### config.mk
export PLATFORM = sky130hd
export DESIGN_NAME = reel_spinner
export DESIGN_NICKNAME = d
export VERILOG_FILES = /design/src/rtl/reel_pkg.sv /design/src/rtl/reel_unit.sv /design/src/rtl/reel_spinner.sv
export SDC_FILE = /design/constraint.sdc
export NUM_CORES = 1
export LEC_CHECK = 0
export CAP_MARGIN = 20
export CORE_UTILIZATION = 40
export CTS_BUF_LIST = sky130_fd_sc_hd__clkbuf_2 sky130_fd_sc_hd__clkbuf_4 sky130_fd_sc_hd__clkbuf_8
export DETAILED_ROUTE_END_ITERATION = 10
export SETUP_SLACK_MARGIN = 0.2
export SLEW_MARGIN = 15
export SYNTH_ARGS = -nofsm -noshare
export SYNTH_HDL_FRONTEND = slang
export SYNTH_SLANG_ARGS = --single-unit
### constraint.sdc
create_clock -name clk -period 13.1 [get_ports clk]
set_clock_uncertainty 0.1 [all_clocks]
set_input_delay 1.965 -clock clk [delete_from_list [all_inputs] [get_ports clk]]
set_output_delay 1.965 -clock clk [all_outputs]
set_load 0.005 [all_outputs]
### src/rtl/reel_pkg.sv
// Shared types for the reel spinner: global FSM states, per-reel modes and
// the control bundle the top broadcasts to every reel.
package reel_pkg;

  typedef enum logic [1:0] {IDLE, SPIN, STOPPING} state_t;

  typedef enum logic [1:0] {HOLD, ACCEL, DECEL} mode_t;

  // load: restart the reel from its base period; mode: how the period ramps
  typedef struct packed {
    logic  load;
    mode_t mode;
  } reel_ctrl_t;

endpackage

### src/rtl/reel_unit.sv
// One reel: tick counter, ramping advance period, wrapping digit, halt flag.
// halting/digit_nxt expose this cycle's outcome so the top can finish and
// score the game on the same edge as the last halting advance.
module reel_unit
  import reel_pkg::*;
#(
  parameter int DIGIT_W    = 4,
  parameter int MODULUS    = 10,
  parameter int PERIOD_W   = 32,
  parameter int BASE       = 250000,
  parameter int RAMP_STEP  = 1000,
  parameter int MIN_PERIOD = 100000,
  parameter int MAX_PERIOD = 400000
) (
  input  logic               clk,
  input  logic               rst,
  input  reel_ctrl_t         ctrl,
  output logic [DIGIT_W-1:0] digit,
  output logic [DIGIT_W-1:0] digit_nxt,
  output logic               stopped,
  output logic               halting
);

  localparam logic [PERIOD_W-1:0] BASE_P = PERIOD_W'(BASE);
  // One extra bit so the ramp sums cannot wrap
  localparam logic [PERIOD_W:0]   RAMP_W = (PERIOD_W+1)'(RAMP_STEP);
  localparam logic [PERIOD_W:0]   MIN_W  = (PERIOD_W+1)'(MIN_PERIOD);
  localparam logic [PERIOD_W:0]   MAX_W  = (PERIOD_W+1)'(MAX_PERIOD);

  logic [PERIOD_W-1:0] tick, cur_period, period_dn;
  logic [PERIOD_W:0]   period_up;
  logic                running, adv;

  // Advance detection, saturating period ramps, next digit value
  always_comb begin
    running   = !stopped && (ctrl.mode != HOLD);
    adv       = running && (tick == cur_period - PERIOD_W'(1));
    period_up = {1'b0, cur_period} + RAMP_W;
    period_dn = ({1'b0, cur_period} >= MIN_W + RAMP_W) ?
                cur_period - RAMP_W[PERIOD_W-1:0] : MIN_W[PERIOD_W-1:0];
    halting   = adv && (ctrl.mode == DECEL) && (period_up > MAX_W);
    digit_nxt = digit;
    if (adv)
      digit_nxt = (int'(digit) == MODULUS - 1) ? '0 : digit + DIGIT_W'(1);
  end

  // Reel state: reload on start, otherwise count and advance
  always_ff @(posedge clk or posedge rst) begin
    if (rst) begin
      tick       <= '0;
      cur_period <= BASE_P;
      digit      <= '0;
      stopped    <= 1'b1;
    end else if (ctrl.load) begin
      tick       <= '0;
      cur_period <= BASE_P;
      stopped    <= 1'b0;
    end else if (adv) begin
      tick  <= '0;
      digit <= digit_nxt;
      if (ctrl.mode == ACCEL) cur_period <= period_dn;
      else if (halting)       stopped    <= 1'b1;
      else                    cur_period <= period_up[PERIOD_W-1:0];
    end else if (running) begin
      tick <= tick + PERIOD_W'(1);
    end
  end

endmodule

### src/rtl/reel_spinner.sv
// Multi-reel digit spinner: global IDLE/SPIN/STOPPING FSM, start/stop
// qualification, and the done pulse / win flag on final halt.
module reel_spinner
  import reel_pkg::*;
#(
  parameter int NUM_REELS   = 3,
  parameter int DIGIT_W     = 4,
  parameter int MODULUS     = 10,
  parameter int PERIOD_W    = 32,
  parameter int BASE_PERIOD = 250000,
  parameter int PERIOD_STEP = 50000,
  parameter int RAMP_STEP   = 1000,
  parameter int MIN_PERIOD  = 100000,
  parameter int MAX_PERIOD  = 400000
) (
  input  logic                         clk,
  input  logic                         rst,
  input  logic                         start,
  input  logic                         stop,
  output logic [NUM_REELS*DIGIT_W-1:0] digits,
  output logic [NUM_REELS-1:0]         stopped,
  output logic                         busy,
  output logic                         done,
  output logic                         win
);

  state_t                            state, state_nxt;
  reel_ctrl_t                        ctrl;
  logic [NUM_REELS-1:0][DIGIT_W-1:0] dig, dig_nxt;
  logic [NUM_REELS-1:0]              halting;
  logic                              start_acc, finish, all_eq;

  // Next state; the game finishes when every reel is halted or halting now
  always_comb begin
    state_nxt = state;
    start_acc = 1'b0;
    finish    = 1'b0;
    case (state)
      IDLE: if (start) begin
        start_acc = 1'b1;
        state_nxt = SPIN;
      end
      SPIN: if (stop) state_nxt = STOPPING;
      STOPPING: if (&(stopped | halting)) begin
        finish    = 1'b1;
        state_nxt = IDLE;
      end
      default: state_nxt = IDLE;
    endcase
  end

  // Broadcast control: reload on accepted start, ramp direction from state
  always_comb begin
    ctrl.load = start_acc;
    case (state)
      SPIN:     ctrl.mode = ACCEL;
      STOPPING: ctrl.mode = DECEL;
      default:  ctrl.mode = HOLD;
    endcase
  end

  // Score on the landing digits (post-advance values)
  always_comb begin
    all_eq = 1'b1;
    for (int i = 1; i < NUM_REELS; i++)
      if (dig_nxt[i] != dig_nxt[0]) all_eq = 1'b0;
  end

  // Global state register
  always_ff @(posedge clk or posedge rst) begin
    if (rst) state <= IDLE;
    else     state <= state_nxt;
  end

  // done pulse and win flag, both registered on the finishing edge
  always_ff @(posedge clk or posedge rst) begin
    if (rst) begin
      done <= 1'b0;
      win  <= 1'b0;
    end else begin
      done <= finish;
      if (start_acc)   win <= 1'b0;
      else if (finish) win <= all_eq;
    end
  end

  for (genvar g = 0; g < NUM_REELS; g++) begin : g_reel
    reel_unit #(
      .DIGIT_W   (DIGIT_W),
      .MODULUS   (MODULUS),
      .PERIOD_W  (PERIOD_W),
      .BASE      (BASE_PERIOD - g * PERIOD_STEP),
      .RAMP_STEP (RAMP_STEP),
      .MIN_PERIOD(MIN_PERIOD),
      .MAX_PERIOD(MAX_PERIOD)
    ) u_reel (
      .clk      (clk),
      .rst      (rst),
      .ctrl     (ctrl),
      .digit    (dig[g]),
      .digit_nxt(dig_nxt[g]),
      .stopped  (stopped[g]),
      .halting  (halting[g])
    );
  end

  assign digits = dig;
  assign busy   = (state != IDLE);

endmodule

# [Word-level counts from Yosys, hierarchy flattened]
# Cells that the tools add are included.
[word_totals] regBits=211 latch_bits=0 ram_bits=0 romBits=0 inputBits=4 out_inout_bits=18 wordCells=151 memories=0
[classes] add_sub_neg=15 mul=0 n_div=0 order_cmp=6 n_eq_ne=19 shift=0 muxes=55 bitwise_logic=2 reduce_logical=39
[ops] cell="2-to-1 mux 32 bit" count=24
[ops] cell="adder 32 x 10 -> 33 bit, second input constant" count=3
[ops] cell="greater-than comparator 33 x 19 -> 1 bit, second input constant" count=3
[ops] cell="adder 32 x 1 -> 32 bit, second input constant" count=3
[ops] cell="equality test 32 bit" count=3
[ops] cell="greater-or-equal comparator 32 x 17 -> 1 bit, second input constant" count=3
[ops] cell="subtractor 32 x 1 -> 32 bit, second input constant" count=3
[ops] cell="subtractor 32 x 10 -> 32 bit, second input constant" count=3
[ops] cell="2-to-1 mux 4 bit" count=6
[ops] cell="2-to-1 mux 1 bit" count=20
[ops] cell="nonzero test 2 bit" count=9
[ops] cell="AND reduction 3 bit" count=5
[ops] cell="adder 4 x 1 -> 4 bit, second input constant" count=3
[ops] cell="equality test 4 bit, second input constant" count=3
[ops] cell="logical AND 1 bit" count=12
[ops] cell="AND reduction 2 bit" count=6
[ops] cell="inequality test 3 bit, second input constant" count=3
[ops] cell="nonzero test 3 bit" count=3
[ops] cell="inequality test 2 bit, second input constant" count=4
[ops] cell="inequality test 4 bit" count=2
[ops] cell="2-to-1 mux 2 bit" count=3
[ops] cell="case mux 2 bit (3 select lines)" count=1
[ops] cell="equality test 2 x 1 -> 1 bit, second input constant" count=2
[ops] cell="equality test 2 bit, second input constant" count=2
[ops] cell="5 further kinds" count=7

# [Longest topological paths before layout]
# Gate-level depths: netlist of the first run.
[depth] word_depth=13 mapped_depth=17 depth_no_buf=13

# [Hierarchy]
# A second synthesis of the first run with hierarchy kept.
[unflattened] cells_unflattened=2469 area_unflattened_um2=19007.0
[modules_own_cells] mod="reel_unit (g_reel[1].u_reel)" n_inst=1 cells_per_inst=860 area_each_um2=6643.9
[modules_own_cells] mod="reel_unit (g_reel[2].u_reel)" n_inst=1 cells_per_inst=800 area_each_um2=6074.6
[modules_own_cells] mod="reel_unit (g_reel[0].u_reel)" n_inst=1 cells_per_inst=779 area_each_um2=6009.5
[modules_own_cells] mod="reel_spinner" n_inst=1 cells_per_inst=30 area_each_um2=279.0

# [Worst setup path after synthesis of the first run]
# Ideal clock, no wire load.
[synth_timing] kind="flip-flop to flip-flop" startpoint="register g_reel[0].u_reel.cur_period[3]" endpoint="register g_reel[0].u_reel.cur_period[28]" t_arrival_ps=3844 required_ps=12877 slack_ps=9034 path_stages_with_launch=14 period_less_slack_ps=4066 cell_sequence="dfrtp_1 -> clkbuf_1 -> inv_1 -> ha_1 -> nor3b_2 -> or4bb_1 -> a2111o_1 -> or4_1 -> o21ai_1 -> and2_1 -> buf_2 -> clkbuf_1 -> nand2_1 -> o2bb2ai_1"
[synth_between] elab_chain_len=7
[synth_lines] item="start, declared" line="reel_unit.sv:30" source="logic [PERIOD_W-1:0] tick, cur_period, period_dn;"
[synth_lines] item="start signal, assigned" line="reel_unit.sv:61" source="if (ctrl.mode == ACCEL) cur_period <= period_dn;"
[synth_lines] item="start signal, assigned" line="reel_unit.sv:63" source="else cur_period <= period_up[PERIOD_W-1:0];"
[synth_lines] item="parallel branches: the longest is 7 deep, another holds adder 32 x 10 -> 33 bit"
# Parallel ways; which one is timed is not known. The select of a mux whose other input is x is not followed.
# A chain may end at the register's enable or synchronous reset.

# [Worst setup path in the final report of the first run]
[layout_timing] startpoint="register g_reel[1].u_reel.cur_period[3]" endpoint="register g_reel[1].u_reel.cur_period[4]"
[layout_between] elab_chain_len=7
[layout_lines] item="start, declared" line="reel_unit.sv:30"
[layout_lines] item="start signal, assigned" line="reel_unit.sv:61"
[layout_lines] item="start signal, assigned" line="reel_unit.sv:63"
[layout_lines] item="parallel branches: the longest is 7 deep, another holds adder 32 x 10 -> 33 bit"
# Parallel ways; which one is timed is not known. The select of a mux whose other input is x is not followed.

==> results of run 1 <==
[where the power goes]
| group | internal (W) | leakage, nW | total, W | switching [W] |
|---|---|---|---|---|
| Combinational | 0.000460 | 4.29 | 0.00128 | 0.000819 |
| Clock | 0.000506 | 0.543 | 0.000827 | 0.000321 |
| Sequential | 0.000709 | 2.67 | 0.000967 | 0.000258 |
| Total | 0.00168 | 7.50 | 0.00307 | 0.00140 |
[area by class of cell]
cell class                 instances  area, um^2
sequential                       202        5080
timing repair buffer              47         413
fill                            4429       24200
clock buffer                      71         846
clock inverter                    11         185
tap                              585         732
inverter                          51         199
multi-input combinational       1874       11800
[path summary, 6_finish.rpt]
| kind | endpoint | cells after the start |
|---|---|---|
| max | g_reel[1].u_reel.cur_period[4] | 14 |
| min | win | 2 |
| max reg2reg | g_reel[1].u_reel.cur_period[4] | 14 |
| min reg2reg | win | 2 |
| max in group asynchronous | g_reel[1].u_reel.cur_period[12] | 3 |
| min in group asynchronous | g_reel[1].u_reel.digit[3] | 2 |
[through the flow]
step | instance area, um^2 | utilization [%] | power, W
3_5_place_dp | 18200 | 41.9 | 0.00222
3_3_place_gp | 18200 | 41.9 | 0.00219
6_report | 19300 | 44.3 | 0.00307
5_1_grt | 19300 | 44.3 | 0.00326
2_1_floorplan | 17800 | - | 0.00187
4_1_cts | 19200 | 44.3 | 0.00306
[cells in the final DEF, fill, tap and decap left out, drive strengths merged, types with 62 or more instances in the layout]
| cell | instances |
|---|---|
| nand3 | 91 |
| o21ai | 127 |
| nor4 | 67 |
| nor3 | 89 |
| clkbuf | 71 |
| nand4 | 62 |
| xnor2 | 146 |
| nand2 | 191 |
| dfrtp | 178 |
| xor2 | 120 |
| nor2 | 268 |
| a21oi | 105 |
[registers in the layout, indices dropped and copies added, names as in the netlist]
name / flops
g_reel.u_reel.tick: 96
g_reel.u_reel.cur_period: 87
g_reel.u_reel.digit: 12
g_reel.u_reel.stopped: 3
state: 2
done: 1
win: 1
[per-layer routing]
layer / up-vias / share of wire, %
met5: - / 0
li1: 8264 / -
met4: 0 / 3.4
met2: 705 / 44
met3: 133 / 8.1
met1: 8522 / 44
[worst max-delay path: stages (launching register included)]
cell	delay (ps)
dfrtp_1	530
inv_1	120
ha_1	320
nor4b_1	680
nand4_1	440
nand3b_1	280
a21oi_1	130
a2bb2o_1	350
or4_1	640
nand2_1	110
buf_4	360
o21ai_2	330
buf_4	320
or3_1	380
o21ai_0	90
[cell families (layout without fill, tap and decap cells)]
family	after synthesis	after routing	share of synthesized area, %
AND/OR/NAND/NOR	1038	1038	30.6
multiplexers	21	21	1.22
AO/OA/AOI/OAI	527	527	19.6
XOR/XNOR	267	267	13.2
flip-flops	202	202	28.6
buffers and inverters	236	180	5.29
adder cells (fa/ha/maj)	21	21	1.48
==> metrics, run 1 <==
run status=finished clean; synth top area cells=dfrtp_1 25%, xnor2_1 7.2%, xor2_1 5.9%, nor2_1 5.7%, nand2_1 4.0%; ANT cells=0; port buffer count=21; initial core utilization=between 40% and 50%; kind of critical path=flop to flop; Max Buffers Root-to-Sink=3; initial antenna violation count=1; Syn Inst Count=about 2,300; post-synth cell types=90; Total GRT Usage=roughly a quarter; die height=213 um; final cell count without fillers=between 2,000 and 3,000; Max-Cap Viols=0; final setup violation count=0; Chip Width=approximately 210 um; ys flop type=dfrtp_1; Worst Path Required=around 14,000 ps; setup slack, reg-to-reg=slightly below 8000 ps; M3 GR Usage=5.21%; crit start category=flop; CP Max Fanout=34; H-tree depth=2; Layout Nets=approximately 2,200; Crit. End Element=flop; final hold vios=0; Pins Over Slew Limit=0; antenna viol nets, final=0; area leader, netlist=dfrtp_1; Post-DP HPWL=around 40,000 um; Cell Rows=76; vias in the first global route=around 17,000; Crit Reg-Reg Startpoint=g_reel[1].u_reel.cur_period[3]; Seq/Total Area, Yosys=~29%; P_leak=7.50 nW; Worst-Margin Slew=1050 ps; I/O pin count=22; per-cell routed wire length=a little under 20 um; Hold WC Path Type=flop to flop; syn nets=roughly 2,300; Critical Path AT=5710 ps; CTS tree=yes; Starting DRT DRC Count=about 1,700; busiest layer in global routing=met2; Skew-Pair Late Insertion Delay=between 600 and 700 ps; placed cells=about 2,800; largest net degree at the start of global routing=75; Post-synth top cells=268 x nor2_1, 191 x nand2_1, 178 x dfrtp_1, 150 x clkbuf_1, 146 x xnor2_1; GR Overflow Total=0; Min Clock Period, post-route=between 5000 and 6000 ps; Yosys reg bits=202; share of the synthesized area in the top cell type=between 20 and 30%; period utilization=between 40% and 50%; Placeable Area=between 40,000 and 50,000 um^2; total vias in the final route=~18,000; met2 Use GR=between 30% and 40%; gpl congestion=about 0.96; most frequent cell after synthesis=nor2_1; final hold slack=roughly 430 ps; RSZ-0062 raised after global routing=false; post_cts resized=0; Detailed Route WL=between 50,000 and 60,000 um; final worst setup slack=a little under 8000 ps; power density over cell area=~160 nW/um^2; root buffer cell=clkbuf_8; Worst setup startpoint=g_reel[1].u_reel.cur_period[3]; M1 GR Usage=about 35%; Slew headroom=approximately 30%; Post-Syn Area=roughly 18,000 um^2; CTS Buf Count=between 40 and 50; Async SR Flop Fraction=between 90% and 100%; hold_buf cts=0; first-pass GRT wire length=90,600 um; ratio of cells with drive above 1 in the final layout=a little under 8%; DRC viols=0; Synthesis Warnings=0; fmax=189 MHz; postcts setup bufs=0; CTS sink cnt=between 200 and 250; Area Growth Syn to Fin=8.15%; Post-synth EDFFs=0; Setup WS pre-CTS=7870 ps; Worst-path clk slew=about 60 ps; Hold Path Origin=win; mean post-synth cell area=between 7 and 8 um^2; drt first pass iters=5; worst ir drop on vdd=0.0871 mV; area of the die=45,400 um^2; setup TNS=0 ps; Vias/cell=a little over 6
No activity file was read; power rests on OpenSTA's default activity.
==> run 2, diff against run 1 <==
==> constraint.sdc (replaced) <==
create_clock -name clk -period 4.9 [get_ports clk]
set_clock_uncertainty 0.1 [all_clocks]
set_input_delay 0.735 -clock clk [delete_from_list [all_inputs] [get_ports clk]]
set_output_delay 0.735 -clock clk [all_outputs]
set_load 0.005 [all_outputs]
==> run 2 against run 1 <==
Net effect: count of clock-buffer cells in the layout is the same; global-route usage up 0.74 points; fmax rose by 17%; largest cell class unchanged; largest power group unchanged.
==> metrics, run 2 (same netlist as run 1, synthesis figures left out) <==
initial core utilization=41.0% (unchanged); max reg flops=96 (unchanged); Skew-Pair Late Insertion Delay=660 ps (+30 ps); power density over cell area=424 nW/um^2 (+170%); Worst-Margin Slew=1060 ps (+4.55 ps); Critical Path AT=4940 ps (-770 ps); period utilization=92.2% (+52 points); Placeable Area=43,500 um^2 (unchanged); Worst setup startpoint=g_reel[2].u_reel.cur_period[4]; Min Clock Period, post-route=4520 ps (-780 ps); Total GRT Usage=25.7% (+0.74 points); most frequent cells in the layout=267 x nor2_1, 191 x nand2_1, 178 x dfrtp_1, 146 x xnor2_1, 124 x o21ai_0; Cell Int Power=0.00459 W (+170%); slowest CP cell=dfstp_2; Crit Reg-Reg Startpoint=g_reel[2].u_reel.cur_period[4]; CTS tree=yes; clock power share=25.2% (-1.7 points); Post-DP HPWL=41,900 um (+5.7%); Psw=0.00380 W (+170%); Setup crit end=g_reel[2].u_reel.cur_period[18]; GR Overflow Total=0 (unchanged); Max Buffers Root-to-Sink=3 (unchanged); total power=0.00839 W (+170%); Sw Ratio=45.2% (-0.22 points); CTS Buf Count=42 (-4.5%); Max stage delay on crit path=660 ps (-20 ps); register area=5080 um^2 (unchanged); hold_buf cts=0 (unchanged); Detailed Route WL=58,100 um (+2.9%); initial antenna violation count=0 (-1); Slew headroom=28.8% (-0.69 points); final setup violation count=0 (unchanged); commonest non-fill, non-tap cell in the layout=nor2_1; kind of critical path=flop to flop; Worst Path Required=5320 ps (-8190 ps); antenna viol nets, final=0 (unchanged); RSZ-0062 raised after global routing=false; drt first pass iters=5 (unchanged); largest registers=g_reel.u_reel.tick (96), g_reel.u_reel.cur_period (87), g_reel.u_reel.digit (12); area of the die=45,400 um^2 (unchanged); P_leak=7.84 nW (+4.4%); crit start category=flop; per-cell routed wire length=20.0 um (+0.62%); CP Max Fanout=13 (-62%); first-pass GRT wire length=92,900 um (+2.6%); worst path cell trace=inv_1, ha_1, xor2_1, nand4_1, nor4b_1, nand4b_1, or4b_1, or4_1, a2111o_1, and2_1, nand3_1, o21ai_1, a221oi_2; gpl congestion=0.994 (+3.3%); setup slack, reg-to-reg=380 ps (-7420 ps); Pins Over Slew Limit=0 (unchanged); combinational share of power=47.1% (+5.5 points); total of fill cells in the finished design=4,370 (-1.3%); R2R Path End=g_reel[2].u_reel.cur_period[18]; largest net degree at the start of global routing=92 (+23%); CTS sink cnt=202 (unchanged); fmax=221 MHz (+17%); vias in the first global route=16,800 (+1.8%); die height=213 um (unchanged); ratio of cells with drive above 1 in the final layout=10.4% (+2.6 points); Chip Width=213 um (unchanged); area occupied by multi-input gates=11,800 um^2 (+0.39%); I/O pin count=22 (unchanged); Starting DRT DRC Count=1,826 (+10%); Area Growth Syn to Fin=11.1%; Worst-path clk slew=60 ps (about the same); H-tree depth=2 (unchanged); worst ir drop on vdd=0.228 mV (+160%); root buffer cell=clkbuf_8; setup TNS=0 ps (unchanged); Vias/cell=6.14 (-0.99%); ANT cells=0 (unchanged); Layout Nets=2,311 (+2.9%); sequential power share=27.7% (-3.8 points); Cell Rows=76 (unchanged); Hold WC Path Type=primary input to asynchronous set/reset pin; Crit. End Element=flop; Largest Register=g_reel.u_reel.tick; total vias in the final route=17,800 (+1.2%); port buffer count=21 (unchanged); DRC viols=0 (unchanged); r2r worst-path depth=13 (-1); final hold vios=0 (unchanged); run status=finished clean; Max-Cap Viols=0 (unchanged)
-- run 2: cell types whose count changed in the layout (fill, tap and decap cells not counted), sizes merged --
cell | previous run | this run
buf | 26 | 93
bufinv | 5 | 3
nor3b | 11 | 12
clkinv | 4 | 3
inv | 51 | 50
-- run 2: power groups by stage --
stage	combinational, W	sequential (W)	clock [W]
6_report	0.00395	0.00232	0.00212
5_1_grt	0.00431	0.00236	0.00226
4_1_cts	0.00386	0.00231	0.00218
3_5_place_dp	0.00384	0.00233	0
3_3_place_gp	0.00380	0.00233	0
2_1_floorplan	0.00295	0.00204	0
-- run 2: per-layer routing --
layer,global-route usage [%],up-vias,part of all wire (%)
li1,-,8395,-
met1,35.8,8653,46
met2,39.9,665,44
met3,4.31,129,6.7
met4,8.61,0,3.1
met5,0,-,0
-- run 2: critical path: cells and delay by family, from the launching register on --
kind                       cells  cell delay, ps
AOI/OAI and AO/OA              3             770
xor gates and xnor gates       1             150
buffers and inverters          1             150
DFF                            1             660
and+or+nand+nor                7            2220
adders and majority gates      1             360
-- run 2: timing repair --
action / 4_1_cts / 5_1_grt
resized for setup: 1 / 6
pin swaps: 0 / 1
cloned: 0 / 1
buffers inserted: 0 / 2
endpoints found under the setup margin: 2 / 42
-- run 2: metrics by stage --
step	cells	utilization [%]	area [um^2]	setup WS, ps	hold WS (ps)
floorplan	2312	-	17800	834	397
global placement	2824	43.1	18700	359	422
detailed placement	2824	43.1	18700	205	427
CTS	2902	45.4	19700	349	266
global route	2905	45.5	19800	199	302
finish	2905	45.5	19800	383	298
-- run 2: worst min path at each step --
stage                              from                   endpoint  slack [ps]
6_report                            rst  g_reel[1].u_reel.tick[30]         300
5_1_grt                             rst  g_reel[1].u_reel.tick[30]         300
4_1_cts                             rst  g_reel[1].u_reel.tick[30]         270
3_5_place_dp   g_reel[1].u_reel.tick[2]   g_reel[1].u_reel.tick[2]         430
3_3_place_gp   g_reel[1].u_reel.tick[2]   g_reel[1].u_reel.tick[2]         420
2_1_floorplan  g_reel[2].u_reel.tick[2]   g_reel[2].u_reel.tick[2]         400
-- run 2: final cells by class --
type | count | share of cell area (%)
Tap cell | 585 | 3.70
Clock inverter | 7 | 0.570
Clock buffer | 71 | 4.40
Multi-Input combinational cell | 1875 | 59.9
Timing Repair Buffer | 114 | 4.74
Inverter | 51 | 0.987
Sequential cell | 202 | 25.7
==> run 3, diff against run 2 <==
--- a/config.mk
+++ b/config.mk
@@ -5,7 +5,7 @@
 export SDC_FILE = /design/constraint.sdc
 export NUM_CORES = 1
 export LEC_CHECK = 0
-export CAP_MARGIN = 20
+export ABC_CLOCK_PERIOD_IN_PS = 4900
 export CORE_UTILIZATION = 40
 export CTS_BUF_LIST = sky130_fd_sc_hd__clkbuf_2 sky130_fd_sc_hd__clkbuf_4 sky130_fd_sc_hd__clkbuf_8
 export DETAILED_ROUTE_END_ITERATION = 10
==> results of run 3 <==
Final layout, timing and power as in run 2 (identical DEF).
